$ cat config.mk
export PLATFORM = sky130hd
export DESIGN_NAME = freq_meas_scheduler
export DESIGN_NICKNAME = d
export VERILOG_FILES = /design/src/rtl/freq_meas_scheduler.sv
export SDC_FILE = /design/constraint.sdc
export NUM_CORES = 1
export LEC_CHECK = 0
export ABC_AREA = 1
export CAP_MARGIN = 25
export CORE_ASPECT_RATIO = 1.1
export CORE_MARGIN = 2
export CORE_UTILIZATION = 63
export CTS_CLUSTER_SIZE = 24
export DETAILED_ROUTE_END_ITERATION = 12
export GPL_ROUTABILITY_DRIVEN = 1
export PLACE_DENSITY = 0.85
export SETUP_SLACK_MARGIN = 0.1
export SLEW_MARGIN = 20
export SYNTH_ARGS = -nofsm -noshare
export SYNTH_HDL_FRONTEND = slang
export SYNTH_SLANG_ARGS = --single-unit
$ cat constraint.sdc
create_clock -name clk -period 8.5 [get_ports clk]
set_clock_uncertainty 0.2 [all_clocks]
set_input_delay 0.85 -clock clk [delete_from_list [all_inputs] [get_ports clk]]
set_output_delay 0.85 -clock clk [all_outputs]
set_load 0.02 [all_outputs]
$ cat src/rtl/freq_meas_scheduler.sv
// rtl/freq_meas_scheduler.sv - round-robin time-sharing of one frequency core across NUM_CH inputs
module freq_meas_scheduler #(
  parameter int NUM_CH         = 4,
  parameter int FREQ_W         = 26,
  parameter int RST_CYCLES     = 4,
  parameter int TIMEOUT_CYCLES = 150_000_000
) (
  input  logic                      clk,
  input  logic                      reset,
  input  logic                      run,
  input  logic [NUM_CH-1:0]         ch_en,
  input  logic [NUM_CH-1:0]         waveform_in,
  output logic                      core_waveform,
  output logic                      core_rst,
  input  logic                      core_done,
  input  logic [FREQ_W-1:0]         core_freq,
  input  logic [$clog2(NUM_CH)-1:0] rd_ch,
  output logic [FREQ_W-1:0]         rd_freq,
  output logic                      rd_valid,
  output logic                      rd_timeout,
  output logic [$clog2(NUM_CH)-1:0] cur_ch,
  output logic                      busy,
  output logic                      sweep_done
);

  localparam int CH_W  = $clog2(NUM_CH);
  localparam int CNT_W = $clog2(TIMEOUT_CYCLES + RST_CYCLES);
  localparam logic [CNT_W-1:0] TO_LAST  = CNT_W'(TIMEOUT_CYCLES - 1);
  localparam logic [CNT_W-1:0] RST_LAST = CNT_W'(RST_CYCLES - 1);

  typedef enum logic [2:0] {S_IDLE, S_SELECT, S_SETTLE, S_MEASURE, S_STORE} state_t;
  state_t state, state_nxt;

  logic [CH_W-1:0]   ptr;
  logic [CH_W-1:0]   sel_ch;
  logic              above;
  logic [CNT_W-1:0]  cnt;
  logic [FREQ_W-1:0] res_q;
  logic              res_to;
  logic [FREQ_W-1:0] freq_mem [NUM_CH];
  logic [NUM_CH-1:0] valid_bits;
  logic [NUM_CH-1:0] to_bits;

  function automatic logic [CH_W-1:0] wrap_add(input logic [CH_W-1:0] base, input int off);
    int s;
    s = int'(base) + off;
    if (s >= NUM_CH) s = s - NUM_CH;
    return CH_W'(s);
  endfunction

  always_ff @(posedge clk) begin
    if (reset) state <= S_IDLE;
    else       state <= state_nxt;
  end

  // Descending offset scan so the nearest enabled channel at/after ptr wins.
  always_comb begin
    sel_ch = '0;
    above  = 1'b0;
    for (int i = NUM_CH - 1; i >= 0; i--) begin
      if (ch_en[wrap_add(ptr, i)]) sel_ch = wrap_add(ptr, i);
    end
    for (int i = 0; i < NUM_CH; i++) begin
      if (i > int'(cur_ch) && ch_en[i]) above = 1'b1;
    end
  end

  always_comb begin
    state_nxt = state;
    case (state)
      S_IDLE:    if (run && |ch_en) state_nxt = S_SELECT;
      S_SELECT:  state_nxt = (|ch_en) ? S_SETTLE : S_IDLE;
      S_SETTLE:  if (cnt == RST_LAST) state_nxt = S_MEASURE;
      S_MEASURE: if (core_done || cnt == TO_LAST) state_nxt = S_STORE;
      S_STORE:   state_nxt = run ? S_SELECT : S_IDLE;
      default:   state_nxt = S_IDLE;
    endcase
  end

  always_comb begin
    core_rst = (state != S_MEASURE);
    busy     = (state != S_IDLE);
  end

  always_ff @(posedge clk) begin
    if (reset) begin
      ptr           <= '0;
      cur_ch        <= '0;
      cnt           <= '0;
      res_q         <= '0;
      res_to        <= 1'b0;
      core_waveform <= 1'b0;
      sweep_done    <= 1'b0;
    end else begin
      core_waveform <= waveform_in[cur_ch];
      cnt           <= (state_nxt != state) ? '0 : cnt + 1'b1;
      sweep_done    <= (state == S_STORE) && !above;
      if (state == S_IDLE) ptr <= '0;
      if (state == S_STORE) ptr <= (cur_ch == CH_W'(NUM_CH - 1)) ? '0 : cur_ch + 1'b1;
      if (state == S_SELECT && |ch_en) cur_ch <= sel_ch;
      // Captured every MEASURE cycle; the exit cycle's value is what STORE writes.
      if (state == S_MEASURE) begin
        res_q  <= core_done ? core_freq : '0;
        res_to <= !core_done;
      end
    end
  end

  always_ff @(posedge clk) begin
    if (reset) begin
      valid_bits <= '0;
      to_bits    <= '0;
      for (int i = 0; i < NUM_CH; i++) freq_mem[i] <= '0;
      rd_freq    <= '0;
      rd_valid   <= 1'b0;
      rd_timeout <= 1'b0;
    end else begin
      if (state == S_STORE) begin
        freq_mem[cur_ch]   <= res_q;
        valid_bits[cur_ch] <= 1'b1;
        to_bits[cur_ch]    <= res_to;
      end
      if (state == S_STORE && rd_ch == cur_ch) begin
        rd_freq    <= res_q;
        rd_valid   <= 1'b1;
        rd_timeout <= res_to;
      end else begin
        rd_freq    <= freq_mem[rd_ch];
        rd_valid   <= valid_bits[rd_ch];
        rd_timeout <= to_bits[rd_ch];
      end
    end
  end

endmodule

# Yosys cells after proc, flatten, opt, wreduce, memory -nomap -nowiden
# Memories as Yosys holds them, arrays and structs flattened. A register that Yosys moved wholly into a read port is not among the register bits.
# Index checks and enable logic that the tools add are counted.
dict set report word_totals {
  out_inout_bits 34
  regBits 74
  ram_bits 104
  input_bits 40
  elab_cells 112
  mem_count 1
}
# name words width rd rd_clocked_by_memory_dff write_ports line_no
set mem_list {}
lappend mem_list {freq_mem 4 26 1 1 4 40} ;# logic [FREQ_W-1:0] freq_mem [NUM_CH];
dict set report op_classes {
  order_cmp 14
  reduce_logical 17
  n_addsub 9
  n_eq_ne 10
  bitwise 1
  n_mux 48
}
# operator count
set ops {}
lappend ops {{2-to-1 mux 26 bit} 2}
lappend ops {{adder 28 x 1 -> 28 bit (second input constant)} 1}
lappend ops {{== test 28 x 2 -> 1 bit (second input constant)} 1}
lappend ops {{== test 28 bit (second input constant)} 1}
lappend ops {{2-to-1 mux 2 bit} 13}
lappend ops {{OR reduction 26 bit} 1}
lappend ops {{2-to-1 mux 1 bit} 20}
lappend ops {{< comparator 2 x 3 -> 1 bit (second input constant)} 6}
lappend ops {{case mux 3 bit (5 select lines)} 1}
lappend ops {{binary-select mux 1 bit (select 2 bit)} 7}
lappend ops {{>= comparator 3 bit (second input constant)} 3}
lappend ops {{2-to-1 mux 3 bit} 3}
lappend ops {{logical AND 1 bit} 8}
lappend ops {{subtractor 2 x 1 -> 2 bit (second input constant)} 4}
lappend ops {{adder 2 x 2 -> 3 bit (second input constant)} 2}
lappend ops {{== test 3 x 2 -> 1 bit (second input constant)} 2}
lappend ops {{bitwise mux 4 bit} 1}
lappend ops {{> comparator 2 bit (first input constant)} 2}
lappend ops {{bitwise OR 4 bit} 1}
lappend ops {{OR reduction 4 bit} 1}
lappend ops {{adder 2 x 1 -> 3 bit (second input constant)} 1}
lappend ops {{== test 3 x 1 -> 1 bit (second input constant)} 1}
lappend ops {{== test 3 bit (second input constant)} 1}
lappend ops {{>= comparator 2 x 3 -> 1 bit (second input constant)} 1}
lappend ops {{14 further kinds} 15}

# Longest topological paths before layout
dict set report logic_depth {
  word_depth 9
  mapped_depth 11
}

# Worst setup path before layout
# OpenSTA, ideal clock, no wires.
dict set report synth_path {
  path_type {register to register}
  startpoint {reg cur_ch[1]}
  endpoint {mem freq_mem[3][0], enable pin}
  path_slack_ns 4.875
  setup_ns 0.449
  arrival_time_ns 2.976
  period_less_slack_ns 3.625
  stages_incl_launch_ff 4
  cell_sequence {dfxtp_1 clkbuf_1 inv_1 o31ai_1}
}
# element line_no
set synth_rtl {}
lappend synth_rtl {{start: declaration} 21} ;# output logic [$clog2(NUM_CH)-1:0] cur_ch,
lappend synth_rtl {{start signal: assignment} 100} ;# if (state == S_SELECT && |ch_en) cur_ch <= sel_ch;
lappend synth_rtl {{end: declaration} 40}

==> results.cfg <==
[global_routing]
antenna_found_initial = 0
overflow = 0
first_global_vias = 7396
grt_max_degree = 64
track_usage_pct = 28.36
grt_first_pass_wirelength_um = 36600

[critical_path]
arrival_ns = 4.12
path_class = input pin to flop
startpoint = reset
slowest_stage = buf_2
cp-start-kind = input pin
crit_buf_inv = 2
crit_path_end_kind = flop
max_stage_delay_ns = 0.74
critPathRequiredTime_ns = 8.37
timing.rr.start = state[0]
path_max_fanout = 43
path_cells = buf_2 > inv_2 > nand2_4 > nor2_4 > nand2_1 > nand2_2
cpLargestDelayFamily = simple AND/OR/NAND/NOR gates

[clock_network]
cts_buffers = 22
cts_buffer_depth = 3
clock-sinks = 204
clk_latency_ns = 0.50
htree_levels = 1
cts_resized = 0
cts_tree = built
ctsHoldBuffers = 0
post-cts-setup-buffer-count = 0
root_buffer = clkbuf_16
clkTransAtPathRegs_ns = 0.06

[logic_synthesis]
yosysSeqAreaShare_pct = 54.57
syn_area_mm2 = 0.009392
syn_inst = 1092
syn_area_per_cell_um2 = 8.600
yosys-top-cells-area = edfxtp_1 33%, dfxtp_1 21%, nor2_1 11%, nand2_1 5.4%, o21ai_0 4.6%
yosys.area.top_type_share_pct = 33.25
synth.net_count = 1138
synth_edf_count = 104
ys_types = 40
synthArstFlopShare_pct = 0
synth_warnings = 0
synth_seq_cells = 204
synthFlopType = edfxtp_1
yosysTopAreaCell = edfxtp_1

[sta]
maxSlewViolCount = 0
final-setup-viol-count = 0
post-route-min-period_ns = 4.246
slew_headroom_pct = 34.20
worstMarginPinSlew_ns = 0.9870
rsz0062_at_grt = no
timing.hold.ws_ns = 0.2473
tns_ns = 0
min_period_over_period_pct = 49.96
max_freq_mhz = 235.5
final-hold-violation-count = 0

[pwr]
ir_drop_uv = 169.5
leakage_nw = 3.919
power_density_mw_per_mm2 = 202.0
p_total_mw = 2.204

[die]
die-area_mm2 = 0.01590
start_util_pct = 64.75
rows = 46
fp.dieH_um = 132.1
placeableCoreArea_mm2 = 0.01450
pin_count = 74
die_w_um = 120.4

[place]
dp_hpwl_um = 14410
gp_congestion = 0.9779
portBuffers = 73

[finish]
final_common_cell = nor2_1
area_delta_synth_final_pct = 16.20
nets = 1192
diodes = 0
final_cell_mix = 267 x nor2_1, 135 x nand2_1, 104 x edfxtp_1
utilization_pct = 75.24
post_route_cells_drive_above_1_share_pct = 8.003
nFillCells = 1036

[routing]
wl_met2_um = 11530
wl_met1_um = 8923
postRouteAntennaNets = 0
viasPerCell = 5.646
dr_wl_met3_um = 1470
drc = 0
drt_wl_total_um = 22380
firstDrtPassIters = 6
top_layer = met4
vias = 7645
drt_iter0_drc = 774
wl_per_cell_um = 16.53

[run_status]
status = complete, no violations

[run]
max_cap_viol_count = 0

[hold_path]
worstHoldStart = valid_bits[2]
hp-class = flop to flop
-- cell type report --
| cell class | count | area, um2 | area share, % |
|---|---|---|---|
| multi-input cells | 727 | 3591 | 32.91 |
| clock inverters | 6 | 73.82 | 0.6764 |
| clock buffers | 34 | 646.9 | 5.928 |
| flip-flops and latches | 204 | 5125 | 46.96 |
| repair buffers | 83 | 825.8 | 7.567 |
| inverters | 108 | 410.4 | 3.761 |
| well taps | 192 | 240.2 | 2.201 |
-- worst reg2reg max path: cells and delay by family (launching register included) --
| family | cells | cell delay (ns) |
|---|---|---|
| flops | 1 | 0.36 |
| buf+inv | 1 | 0.10 |
| simple gates | 6 | 2.06 |
-- cells in the mapped netlist, types with 3 or more instances --
cell type and instances:
buf_6 5, nand2_1 136, xor2_1 12, inv_1 102, o22ai_1 26, edfxtp_1 104
clkbuf_1 36, nor2_2 15, a211oi_1 26, dfxtp_1 100, nand3_2 3, a31oi_1 4
buf_2 6, xnor2_1 5, nor3_2 12, o21ai_0 86, nand3b_1 3, ha_1 6
nand3_1 25, inv_2 5, nand2_4 5, nor3_1 27, nand4_1 5, a21oi_1 45
nor2_1 267, o21ai_1 6
-- stage by stage --
step / instances / area (um2) / setup WS, ns
6_report: 1354 / 10910 / 4.254
5_1_grt: 1354 / 10910 / 4.046
4_1_cts: 1352 / 10880 / 3.878
3_5_place_dp: 1312 / 10160 / 3.415
3_3_place_gp: 1310 / 10130 / 3.655
2_1_floorplan: 1092 / 9392 / 4.875
-- layer usage --
layer / GRT usage (%) / up-vias
li1: - / 3722
met1: 35.43 / 3577
met2: 50.69 / 303
met3: 3.979 / 43
met4: 8.786 / 0
met5: 0 / -
-- state kept, by name, indices dropped and copies added (netlist names), 2 cells and up --
signal and count:
rd_freq 26, res_q 26, ptr 2, cur_ch 2, to_bits 4, freq_mem 104
valid_bits 4, state 3, cnt 28
-- final timing paths --
| check | endpoint | cells past startpoint | slack, ns |
|---|---|---|---|
| worst max-delay path | freq_mem[1][11] | 6 | 4.25 |
| worst min-delay path | valid_bits[2] | 2 | 0.25 |
| worst max register to register | freq_mem[1][11] | 7 | 5.40 |
| worst min register to register | valid_bits[2] | 2 | 0.25 |
-- kinds of logic after synthesis --
family	Yosys count	share of synthesized area, %
simple gates	504	23.45
flops	204	54.57
compound gates	199	12.00
buf+inv	161	7.421
xor+xnor	18	1.759
fa+ha+maj	6	0.7993
-- report_power, final --
part / switching, mW / internal, mW
Clock: 0.380 / 0.558
Sequential: 0.0136 / 1.06
Combinational: 0.119 / 0.0679
(Power assumes the default switching activity.)
==> RTL edit 1 (same flow settings) <==
Put one more register stage on the output `rd_freq`, without a reset. The value now appears one clock later. The other outputs are not delayed to match.
--- a/src/rtl/freq_meas_scheduler.sv
+++ b/src/rtl/freq_meas_scheduler.sv
@@ -29,6 +29,8 @@
   localparam logic [CNT_W-1:0] RST_LAST = CNT_W'(RST_CYCLES - 1);
 
   typedef enum logic [2:0] {S_IDLE, S_SELECT, S_SETTLE, S_MEASURE, S_STORE} state_t;
+
+  logic [FREQ_W-1:0] rd_freq_s0;
   state_t state, state_nxt;
 
   logic [CH_W-1:0]   ptr;
@@ -111,7 +113,7 @@
       valid_bits <= '0;
       to_bits    <= '0;
       for (int i = 0; i < NUM_CH; i++) freq_mem[i] <= '0;
-      rd_freq    <= '0;
+      rd_freq_s0 <= '0;
       rd_valid   <= 1'b0;
       rd_timeout <= 1'b0;
     end else begin
@@ -121,16 +123,20 @@
         to_bits[cur_ch]    <= res_to;
       end
       if (state == S_STORE && rd_ch == cur_ch) begin
-        rd_freq    <= res_q;
+        rd_freq_s0 <= res_q;
         rd_valid   <= 1'b1;
         rd_timeout <= res_to;
       end else begin
-        rd_freq    <= freq_mem[rd_ch];
+        rd_freq_s0 <= freq_mem[rd_ch];
         rd_valid   <= valid_bits[rd_ch];
         rd_timeout <= to_bits[rd_ch];
       end
     end
   end
 
+  always_ff @(posedge clk) begin
+    rd_freq <= rd_freq_s0;
+  end
+
 endmodule
 
Formal check against the unedited RTL: not equivalent (Yosys sat finds a counterexample within 10 cycles, from zero or initial values and one cycle with reset high).
==> RTL edit 1 against the original RTL <==
  * First-iteration DRC count decreased by 10%
  * Sequential cell count grew 26
  * Design area rose by 3.0%
  * Power grew 8.6%
  * Area after synthesis increased by 2.7%
  * Final cell count shrank 0.15%
  * Wire length down 3.3%
  * Setup slack improved by 270 ps
  * Critical path type unchanged
==> RTL edit 1: results (changes against the original RTL) <==
The flow ran to the end, and the final reports show no timing, DRC or antenna violations. The run gives 36 (-10%) as the count of cell types in the netlist. The worst voltage drop across the vdd grid was 170 uV (+0.49%); the adder-cell area share of the yosys netlist was 0.778% (-0.021 points). The worst setup slack before clock tree synthesis is 3780 ps (+370 ps), and the multi-input gate share of the layout cell area is 30.0% (-2.9 points). The tools report the number of filler cells placed in the layout as 1043 (+0.68%). The total of plain and repair buffers excluding clock buffers is 82 (-1.2%), and the cell count after placement is 1308 (-0.30%). In the synthesized netlist the dominant register cell turns out to be sky130_fd_sc_hd__dfxtp_1. The clock-cell share of area is 6.69% (+0.083 points). Grouping stages by cell kind, the critical path spends the most delay in buffers and inverters.

The biggest fanout along the worst timing path is 31 (-28%). The number of vias per cell after detailed routing works out to 5.62 (-0.40%). The clock network power share was 41.8% (-0.8 points).

The count of inverters not on the clock network in the layout was 105 (-2.8%); the DRC marker count from the first detailed-route iteration was 695 (-10%). Number of buffers added by the clock tree synthesis step: 23 (+4.5%). The fraction of final layout cells with drive strength greater than 1 was 8.22% (+0.21 points); the share of synthesized area occupied by flip-flops and latches was 58.5% (+3.9 points). The critical path ends at rd_freq_s0[17].

The run gives 1630 um (+11%) as the routed length on met3. By area the synthesized netlist is led by sky130_fd_sc_hd__edfxtp_1 (32%), sky130_fd_sc_hd__dfxtp_1 (26%), sky130_fd_sc_hd__nor2_1 (11%), sky130_fd_sc_hd__nand2_1 (4.5%), sky130_fd_sc_hd__o21ai_0 (4.1%). The via count of the first global-routing pass is 7393 (-0.041%).

The slowest stage of the critical path belongs to the cell sky130_fd_sc_hd__inv_1. The post-route non-filler standard cell count is 1352 (-0.15%). The mean post-synth cell area is 8.91 um2 (+3.6%), and the final critical delay including setup and external delays is 3980 ps (-267 ps).

The wire length on met2 is 10700 um (-6.9%). Endpoint of the worst-slack reg-to-reg timing path: freq_mem[1][9]. For the number of combinational gates with multiple inputs, the log shows 697 (-4.1%). The per-cell routed wire length works out to 16.0 um (-3.2%). For the instance area after placement, the log shows 10500 um2 (+2.9%).
==> RTL edit 1: cell count changes after synthesis, moves of 5 or more <==
cell / delta
sky130_fd_sc_hd__o21ai_1: +6
sky130_fd_sc_hd__nand2_1: -20
sky130_fd_sc_hd__nor3_1: -16
sky130_fd_sc_hd__nor2_2: +6
sky130_fd_sc_hd__buf_1: +6
sky130_fd_sc_hd__dfxtp_1: +26
sky130_fd_sc_hd__buf_2: +5
sky130_fd_sc_hd__o21ai_0: -6
sky130_fd_sc_hd__nor2_1: +12
sky130_fd_sc_hd__clkbuf_1: -10
sky130_fd_sc_hd__nor3_2: -12
==> RTL edit 1: layer usage <==
| layer | up-vias | track usage, % |
|---|---|---|
| met1 | 3519 | 35.8 |
| met2 | 355 | 44.7 |
| li1 | 3663 | - |
| met5 | - | 0 |
| met3 | 66 | 3.78 |
| met4 | 0 | 10.7 |
==> RTL edit 2 (same settings) <==
Without the edit above. Change the parameter `NUM_CH` from 4 to 2.
--- a/src/rtl/freq_meas_scheduler.sv
+++ b/src/rtl/freq_meas_scheduler.sv
@@ -1,6 +1,6 @@
 // rtl/freq_meas_scheduler.sv - round-robin time-sharing of one frequency core across NUM_CH inputs
 module freq_meas_scheduler #(
-  parameter int NUM_CH         = 4,
+  parameter int NUM_CH         = 2,
   parameter int FREQ_W         = 26,
   parameter int RST_CYCLES     = 4,
   parameter int TIMEOUT_CYCLES = 150_000_000
Ports: changed (resized ch_en, cur_ch, rd_ch and waveform_in); port bits go from 74 to 68. The function was not compared with the original's and may differ.
==> RTL edit 2 against the original RTL <==
  * Non-clock buffer count is 10 lower
  * Critical endpoint is now core_rst
  * Design area shrank 32%
  * Clock power decreased by 20%
  * Sequential cell count decreased by 58
  * Die area down 34%
  * Wire length shrank 30%
  * Synthesized cell count fell by 35%
  * Sequential share of layout area decreased by 0.85 points
  * Power decreased by 28%
  * Largest power group unchanged
  * Setup slack better by 850 ps
  * Area after synthesis decreased by 35%
  * Hold slack improved by 26 ps
==> RTL edit 2: results (changes against the original RTL) <==
The run finished with clean final reports. The detailed-routing iteration count for the pre-antenna-repair pass came out at 5 (-1). The overall routing resource usage was 29.8% (+1.4 points); the first-pass GRT wire length was 24300 um (-34%).

The instance area after placement was 6820 um2 (-33%); the maximum level of the CTS H-tree was 4 (+3). The synthesized-area fraction occupied by xor and xnor cells was 2.71% (+0.96 points); the final weighted congestion in routability-driven placement was 0.953 (-2.5%). The largest registers in the layout are freq_mem: 52 flops, cnt: 28 flops. The slowest library cell on the worst path was sky130_fd_sc_hd__clkdlybuf4s50_1.

The count of cell types in the netlist is 32 (-20%), and the detailed-placement wirelength estimate is 9780 um (-32%). The number of flops mapped to enable cells by yosys is 52 (-50%), and the fraction of final layout cells with drive strength greater than 1 is 6.49% (-1.5 points). The master cell of the clock root buffer was sky130_fd_sc_hd__clkbuf_8. The clock insertion delay at the later pin of the skew report was 530 ps (+30 ps); the maximum root-to-sink buffer count was 2 (-1). The biggest fanout along the worst timing path came out at 54 (+26%). The tools report the endpoint arrival time on the critical path as 2340 ps (-1780 ps). The tools report the total number of vias as 5130 (-33%). The number of input and output port buffers inserted is 67 (-8.2%), and the share of synthesized area occupied by flip-flops and latches is 56.2% (+1.6 points).

The per-cell routed wire length works out to 17.2 um (+4.3%). The number of buffers added by the clock tree synthesis step is 17 (-23%), and the net count after synthesis is 752 (-34%). The tools report the static leakage as 2.76 nW (-30%). The worst voltage drop across the vdd grid was 159 uV (-6.1%). Category of cells accounting for the largest share of critical-path delay: buffers and inverters.
-- RTL edit 2: cell types whose count changed in the layout (fill, tap and decap cells not counted), moves of 16 or more --
cell                       unedited run  this run
sky130_fd_sc_hd__a21oi_1             45        28
sky130_fd_sc_hd__o21ai_0             86         6
sky130_fd_sc_hd__edfxtp_1           104        52
sky130_fd_sc_hd__nor2_1             267       145
sky130_fd_sc_hd__o22ai_1             26         0
sky130_fd_sc_hd__a311oi_1             0        26
sky130_fd_sc_hd__nor3_1              27        11
-- RTL edit 2: path summary, 6_finish.rpt --
kind | start | endpoint | slack [ps] | cells after the start
worst max-delay path | state[0] | core_rst | 5110 | 5
worst max register to register | state[0] | freq_mem[0][20] | 5760 | 8
worst min register to register | valid_bits[0] | valid_bits[0] | 270 | 2
worst min-delay path | valid_bits[0] | valid_bits[0] | 270 | 2
-- RTL edit 2: cells by family (layout without fill, tap and decap cells) --
logic type / count (synthesis) / count (layout)
DFF: 146 / 146
and+or+nand+nor: 330 / 330
buffers and inverters: 123 / 194
xor gates and xnor gates: 19 / 19
adders and majority gates: 2 / 2
AOI/OAI and AO/OA: 95 / 95
-- RTL edit 2: layer usage --
| layer | GRT usage (%) | part of all wire [%] |
|---|---|---|
| met5 | 0 | 0 |
| met4 | 15.9 | 4.1 |
| met3 | 6.56 | 5.4 |
| met2 | 55.3 | 54 |
| met1 | 31.2 | 37 |
-- RTL edit 2: layout make-up --
type | instances | area [um2]
Sequential cell | 146 | 3440
Multi-Input combinational cell | 446 | 2210
Fill cell | 631 | 1930
Timing Repair Buffer | 73 | 726
Clock buffer | 20 | 489
Inverter | 89 | 334
Tap cell | 117 | 146
Clock inverter | 12 | 115
-- RTL edit 2: power by group through the flow --
| stage | registers (mW) | logic, mW | clock network, mW |
|---|---|---|---|
| 2_1_floorplan | 0.771 | 0.0403 | 0 |
| 3_3_place_gp | 0.764 | 0.0852 | 0 |
| 3_5_place_dp | 0.765 | 0.0878 | 0 |
| 4_1_cts | 0.751 | 0.0889 | 0.751 |
| 5_1_grt | 0.752 | 0.0963 | 0.777 |
| 6_report | 0.751 | 0.0896 | 0.746 |
-- RTL edit 2: stage by stage --
stage / std cells / util (%) / hold WS (ps) / total power [mW]
after floorplan: 715 / - / 227 / 0.811
after CTS: 901 / 79.0 / 276 / 1.59
after detailed placement: 869 / 72.6 / 246 / 0.853
final: 903 / 79.5 / 273 / 1.59
after global placement: 869 / 72.6 / 241 / 0.850
after global routing: 903 / 79.5 / 300 / 1.62
-- RTL edit 2: worst min-delay path, cell delays in order (launching register included) --
cell	delay [ps]
sky130_fd_sc_hd__dfxtp_1	310
sky130_fd_sc_hd__nand2_1	70
sky130_fd_sc_hd__nand2_1	50
